--- src/rtl/cache_pkg.sv ---
// Shared widths and state/grant encodings for the I/D cache memory-port arbiter.
package cache_pkg;

    localparam int unsigned LINE_W = 256;
    localparam int unsigned ADDR_W = 32;

    typedef enum logic [1:0] {
        IDLE,
        SERVE_I,
        SERVE_D
    } arb_state_t;

    typedef enum logic {
        GRANT_I,
        GRANT_D
    } grant_t;

endpackage

--- src/rtl/cache_arbiter.sv ---
// Round-robin arbiter sharing one line-wide physical memory port between
// the instruction cache and the data cache.
module cache_arbiter #(
    parameter int unsigned LINE_W = cache_pkg::LINE_W,
    parameter int unsigned ADDR_W = cache_pkg::ADDR_W
) (
    input  logic              clk,
    input  logic              rst,
    input  logic              i_pmem_read,
    input  logic [ADDR_W-1:0] i_pmem_address,
    output logic [LINE_W-1:0] i_pmem_rdata,
    output logic              i_pmem_resp,
    input  logic              d_pmem_read,
    input  logic              d_pmem_write,
    input  logic [ADDR_W-1:0] d_pmem_address,
    input  logic [LINE_W-1:0] d_pmem_wdata,
    output logic [LINE_W-1:0] d_pmem_rdata,
    output logic              d_pmem_resp,
    output logic              pmem_read,
    output logic              pmem_write,
    output logic [ADDR_W-1:0] pmem_address,
    output logic [LINE_W-1:0] pmem_wdata,
    input  logic [LINE_W-1:0] pmem_rdata,
    input  logic              pmem_resp
);

    import cache_pkg::*;

    arb_state_t state;
    arb_state_t state_next;
    grant_t     last_grant;
    logic       i_req;
    logic       d_req;

    assign i_req = i_pmem_read;
    assign d_req = d_pmem_read | d_pmem_write;

    // Read data is broadcast; only the side seeing resp consumes it.
    assign i_pmem_rdata = pmem_rdata;
    assign d_pmem_rdata = pmem_rdata;

    // State and round-robin history
    always_ff @(posedge clk) begin
        if (rst) begin
            state      <= IDLE;
            last_grant <= GRANT_I;
        end else begin
            state <= state_next;
            if (state == IDLE && state_next == SERVE_I) begin
                last_grant <= GRANT_I;
            end else if (state == IDLE && state_next == SERVE_D) begin
                last_grant <= GRANT_D;
            end
        end
    end

    // Next state: arbitrate only from IDLE, leave SERVE only on memory resp
    always_comb begin
        state_next = state;
        unique case (state)
            IDLE: begin
                if (i_req && d_req) begin
                    state_next = (last_grant == GRANT_I) ? SERVE_D : SERVE_I;
                end else if (i_req) begin
                    state_next = SERVE_I;
                end else if (d_req) begin
                    state_next = SERVE_D;
                end
            end
            SERVE_I: if (pmem_resp) state_next = IDLE;
            SERVE_D: if (pmem_resp) state_next = IDLE;
            default: state_next = IDLE;
        endcase
    end

    // Port mux; outputs held quiet while reset is asserted
    always_comb begin
        pmem_read    = 1'b0;
        pmem_write   = 1'b0;
        pmem_address = '0;
        pmem_wdata   = '0;
        i_pmem_resp  = 1'b0;
        d_pmem_resp  = 1'b0;
        if (!rst) begin
            unique case (state)
                SERVE_I: begin
                    pmem_read    = i_pmem_read;
                    pmem_address = i_pmem_address;
                    i_pmem_resp  = pmem_resp;
                end
                SERVE_D: begin
                    // Simultaneous read+write from D is illegal; write wins.
                    pmem_write   = d_pmem_write;
                    pmem_read    = d_pmem_read & ~d_pmem_write;
                    pmem_address = d_pmem_address;
                    pmem_wdata   = d_pmem_wdata;
                    d_pmem_resp  = pmem_resp;
                end
                default: ;
            endcase
        end
    end

endmodule

--- config.mk ---
export PLATFORM = sky130hd
export DESIGN_NAME = cache_arbiter
export DESIGN_NICKNAME = d
export VERILOG_FILES = /design/src/rtl/cache_pkg.sv /design/src/rtl/cache_arbiter.sv
export SDC_FILE = /design/constraint.sdc
export NUM_CORES = 1
export LEC_CHECK = 0
export ABC_CLOCK_PERIOD_IN_PS = 2260
export CAP_MARGIN = 25
export CORE_AREA = 2 2 545 547
export DETAILED_ROUTE_END_ITERATION = 12
export DIE_AREA = 0 0 547 549
export GPL_TIMING_DRIVEN = 0
export PLACE_DENSITY = 0.3
export REMOVE_ABC_BUFFERS = 1
export SETUP_SLACK_MARGIN = 0.05
export SKIP_CTS_REPAIR_TIMING = 1
export SYNTH_ARGS = -nofsm -noshare
export SYNTH_HDL_FRONTEND = slang
export SYNTH_SLANG_ARGS = --single-unit
export TNS_END_PERCENT = 20
--- constraint.sdc ---
create_clock -name clk -period 2.26 [get_ports clk]
set_input_delay 0.452 -clock clk [delete_from_list [all_inputs] [get_ports clk]]
set_output_delay 0.452 -clock clk [all_outputs]
set_load 0.03 [all_outputs]
==> run metrics, run 1 <==
Iteration-0 DRC Markers 1320; clock slew at reported path FFs 30 ps; CP endpoint kind output port; initial antenna violation count 219; post-route minimum period about 2500 ps; largest net degree at the start of global routing 50; most frequent cells in the layout 324 x clkdlybuf4s50_1, 190 x and2_1, 140 x clkbuf_2; Worst-Margin Slew between 700 and 800 ps; CP Launch Point state[1]; Final WS setup -280 ps; Slew headroom 46.6%; final wirelength 332000 um; FP Rows 200; Worst-Skew Late Latency 230 ps; reg2reg end last_grant; remaining global-route overflow 0; GRT Util Overall approximately a fifth; Max VDD drop 0.265 mV; Synth Register Bits 3; die width 547 um; WHS Path Cells 2; vias after detailed routing 9887; die span in y 549 um; fillers about 35000; min-delay src last_grant; placer's final routability congestion estimate 0.913; I/O pin count between 1000 and 1500; total CTS buffers 3; R2R setup slack 560 ps; Worst setup SP type flop; Synth Instances 906; Post-Layout Cell Count 4963; post-synthesis instance area between 6000 and 7000 um2; Worst Path Required 1810 ps; Worst Hold End last_grant; Core Region 295000 um2; max cap viols 0; IO Port Bufs 617; Routed Antenna Nets 0; Netlist cell types 27; worst clock skew around 2.2 ps; DP Wirelength 304000 um; total power around 5700 uW; share of cells above drive strength 1 about 38%; worst-case reg-to-reg path depth 6; outcome complete, but fails checks; Area Growth Syn to Fin 131%; # H-tree levels 1; Finished Core Util 4.92%; Pre-antenna DRT Iters 4; Fmax ~400 MHz; DRC 0; Register Area 67.6 um2; Hold Vio Cnt, Final 0; pre-CTS setup slack -2160 ps; worst-path fanout max 14; number of global-route vias before repair 7309; mean cell area of the mapped netlist slightly below 7 um2; final setup fails 280; RR Startpoint state[1]; initial core utilization between 2 and 2.5%; die area 300000 um2; Slew Limit Fails 0; P_leak between 0.005 and 0.006 uW; critical path class flop to output port; yosys warns 0; power per cell area 396 nW/um2; failing checks setup timing; fin nets 1610; unrepaired setup endpoints after global routing yes; first-pass GRT wire length roughly 350000 um; sequential-to-total area share from yosys stat 0.955%; Worst Path Arrival 2090 ps; commonest non-fill, non-tap cell in the layout clkdlybuf4s50_1; Multi-input gate area 2400 um2; period utilisation layout 112%; CTS tree built; Cells after DPL around 4900; Sink Count 3; Via density 1.99; worst hold-check path type flop to flop; CTS root buf clkbuf_16; per-cell routed wire length 66.9 um; Max clock buf depth 2
## worst max path at each step
stage,to,slack (ps),cells after the start
after floorplan,d_pmem_resp,-1660,4
after global placement,pmem_wdata[85],-5600,5
after detailed placement,pmem_wdata[71],-2160,8
after CTS,pmem_wdata[71],-2400,9
after global routing,pmem_wdata[71],-320,9
final,pmem_wdata[85],-280,7
## Yosys cell counts
cell type  count  area [um2]
and4bb_1       1        12.5
a211oi_2       1        12.5
nand2_1        2        7.51
inv_1          4        15.0
nor2_1        33         124
nor3b_1        1        7.51
clkbuf_1      11        41.3
a32oi_1        1        8.76
nand3b_1       1        7.51
clkbuf_2      22         110
o32ai_2        1        16.3
or2b_1         1        7.51
and3b_1        1        8.76
dfxtp_1        3        60.1
ha_1           4        50.1
buf_4        512        3840
nand2b_1       1        6.26
o21bai_1       1        7.51
a31oi_1        1        6.26
a21oi_1        1        5.00
nor3_1         3        15.0
a22oi_1       32         240
buf_2          7        35.0
and2_1       258        1610
nor2b_4        1        13.8
o21ai_0        1        5.00
and2_2         1        7.51
## critical path, stage by stage, from the launching register on
cell and delay, ps:
dfxtp_4 380, ha_4 180, nor2b_4 180, buf_12 150, buf_16 140, clkbuf_16 170
and2_1 130, buf_2 470
## flip-flops by register name (all words and copies together) (netlist names)
signal / flops
last_grant: 1
state: 2
## final cells by class
class / count / share of cell area (%)
Inverter: 4 / 0.121
Sequential cell: 3 / 0.466
Timing Repair Buffer: 662 / 48.3
Antenna cell: 1 / 0.0172
Clock buffer: 4 / 0.543
Multi-Input combinational cell: 350 / 16.6
Tap cell: 3939 / 34.0
## power by group
group | switching (uW) | internal (uW) | total, uW
Combinational | 3290 | 2070 | 5360
Clock | 57.1 | 234 | 291
Sequential | 19.1 | 74.4 | 93.5
Total | 3370 | 2380 | 5750
## through the flow
step,hold slack (ps),instance area [um2],TNS [ps]
after detailed placement,596,13600,-459500
after global placement,569,13400,-1420610
after CTS,600,13700,-520140
after floorplan,529,2260,-428410
after global routing,614,14500,-64740
final,595,14500,-41480
## per-layer routing
layer,share of wire (%),up-vias,track usage [%],wire [um]
met5,2.4,-,19.5,8090
met4,4.8,49,6.76,15900
met3,32,581,34.8,106000
met2,41,2645,31.0,135000
met1,20,4117,10.5,67600
li1,-,2495,-,-
## cells by family after synthesis
| group | synth area share [%] |
|---|---|
| DFF | 0.955 |
| and+or+nand+nor | 29.1 |
| adders and majority gates | 0.796 |
| AOI/OAI and AO/OA | 4.80 |
| buffers and inverters | 64.3 |
No activity file was read; power rests on OpenSTA's default activity.
==> run 2: changes to the inputs <==
--- a/config.mk
+++ b/config.mk
@@ -15,6 +15,7 @@
 export REMOVE_ABC_BUFFERS = 1
 export SETUP_SLACK_MARGIN = 0.05
 export SKIP_CTS_REPAIR_TIMING = 1
+export SKIP_LAST_GASP = 1
 export SYNTH_ARGS = -nofsm -noshare
 export SYNTH_HDL_FRONTEND = slang
 export SYNTH_SLANG_ARGS = --single-unit
==> constraint.sdc (replaced) <==
create_clock -name clk -period 2.26 [get_ports clk]
set_input_delay 0.452 -clock clk [delete_from_list [all_inputs] [get_ports clk]]
set_output_delay 0.452 -clock clk [all_outputs]
set_load 0.01 [all_outputs]
==> run 2 against run 1 <==
  * The run still ends with setup timing left
  * Flip-flop and latch count did not move
  * First-iteration DRC count shrank 7.2%
  * Wire length grew 0.27%
  * Critical path depth shrank 1
  * Critical endpoint is now pmem_address[26]
==> run metrics, run 2 (same netlist as run 1, synthesis figures left out) <==
clock slew at reported path FFs 30 ps; pre-CTS setup slack -2030 ps; Fmax about 400 MHz; CTS root buf clkbuf_16; setup TNS -36570 ps; vias after detailed routing 9907; initial antenna violation count 220; Area Growth Syn to Fin 135%; Sink Count 3; # H-tree levels 1; worst clock skew 2.68 ps; Hold WS roughly 600 ps; reg2reg end last_grant; Via density 1.99; RR Startpoint state[1]; Iteration-0 DRC Markers 1225; WHS Path Cells 2; total CTS buffers 3; share of cells above drive strength 1 28.0%; Max clock buf depth 2; failing checks setup timing; Hold Vio Cnt, Final 0; Worst-Skew Late Latency between 200 and 250 ps; fillers roughly 35000; Pre-antenna DRT Iters 5; Cells after DPL around 4900; per-cell routed wire length 67.0 um; largest register by flop count state; die width 547 um; Max VDD drop around 0.26 mV; placer's final routability congestion estimate between 0.9 and 1; worst-case reg-to-reg path depth 6; number of global-route vias before repair 7309; power per cell area 344 nW/um2; Core Region 295000 um2; P_leak roughly 0.006 uW; DRC 0; IO Port Bufs 617; fin nets 1615; Slew Limit Fails 0; Worst Path Required roughly 1800 ps; CP endpoint kind output port; Worst Hold End last_grant; min-delay src last_grant; Worst Path Arrival ~2100 ps; worst hold-check path type flop to flop; final setup fails about 260; Worst-Margin Slew 734 ps; remaining global-route overflow 0; top flop regs state x2, last_grant x1; Final WS setup -277 ps; final wirelength 333000 um; outcome complete, but fails checks; critical path class flop to output port; post-route minimum period 2540 ps; die area 300000 um2; Routed Antenna Nets 0; unrepaired setup endpoints after global routing yes; initial core utilization under 10%; total power 5090 uW; CTS tree built; Worst setup SP type flop; largest net degree at the start of global routing 50; die span in y 549 um; R2R setup slack roughly 600 ps; worst-path fanout max 24; GRT Util Overall between 20% and 30%; Largest register FFs 2; FP Rows 200; first-pass GRT wire length 350000 um; Slew headroom 51.0%; Post-Layout Cell Count 4971; commonest non-fill, non-tap cell in the layout clkdlybuf4s50_1; most frequent cells in the layout 342 x clkdlybuf4s50_1, 200 x and2_1, 112 x dlymetal6s2s_1; period utilisation layout 112%; max cap viols 0; I/O pin count 1386; DP Wirelength 304000 um
## run 2: changes by cell type in the layout (fill, tap and decap cells not counted), sizes merged
cell / before / now
diode: 1 / 4
dlymetal6s2s: 37 / 112
clkdlybuf4s50: 324 / 342
clkbuf: 183 / 117
buf: 122 / 100
## run 2: routing by layer
layer  wire (um)  track usage, %
met1       68500            10.5
met5        8090            19.5
met4       16000            6.76
met2      135000            31.0
met3      105000            34.8
## run 2: how the worst max path moves through the flow
stage / startpoint / to / slack (ps) / depth (start not counted)
2_1_floorplan: state[0] / d_pmem_resp / -1530 / 4
6_report: state[1] / pmem_address[26] / -280 / 6
5_1_grt: state[1] / pmem_address[19] / -320 / 6
4_1_cts: state[0] / pmem_wdata[71] / -2270 / 9
3_5_place_dp: rst / pmem_wdata[71] / -2030 / 8
3_3_place_gp: state[0] / pmem_wdata[85] / -5460 / 5
## run 2: layout make-up
cell class	count	area (um2)	area share [%]
Clock buffer	4	78.8	0.533
Antenna cell	4	10.0	0.0677
Multi-Input combinational cell	350	2410	16.3
Timing Repair Buffer	667	7270	49.2
Inverter	4	17.5	0.118
Sequential cell	3	67.6	0.457
Tap cell	3939	4930	33.3
## run 2: critical path, stage by stage (launching register included)
cell and delay (ps):
dfxtp_4 370, inv_1 120, ha_4 320, nand2b_4 130, buf_16 200, nor2_1 110, clkdlybuf4s50_1 580
## run 2: per-stage QoR
stage                     util (%)  cell area [um2]
after floorplan                  -             2260
after detailed placement      4.60            13600
after global routing          5.01            14800
after global placement        4.53            13400
after CTS                     4.63            13700
final                         5.01            14800
## run 2: power breakdown
| part | switching (uW) | internal, uW | total, uW |
|---|---|---|---|
| clock | 56.7 | 234 | 290 |
| combinational | 2620 | 2090 | 4710 |
| sequential | 18.7 | 74.4 | 93.1 |
| total | 2700 | 2390 | 5090 |
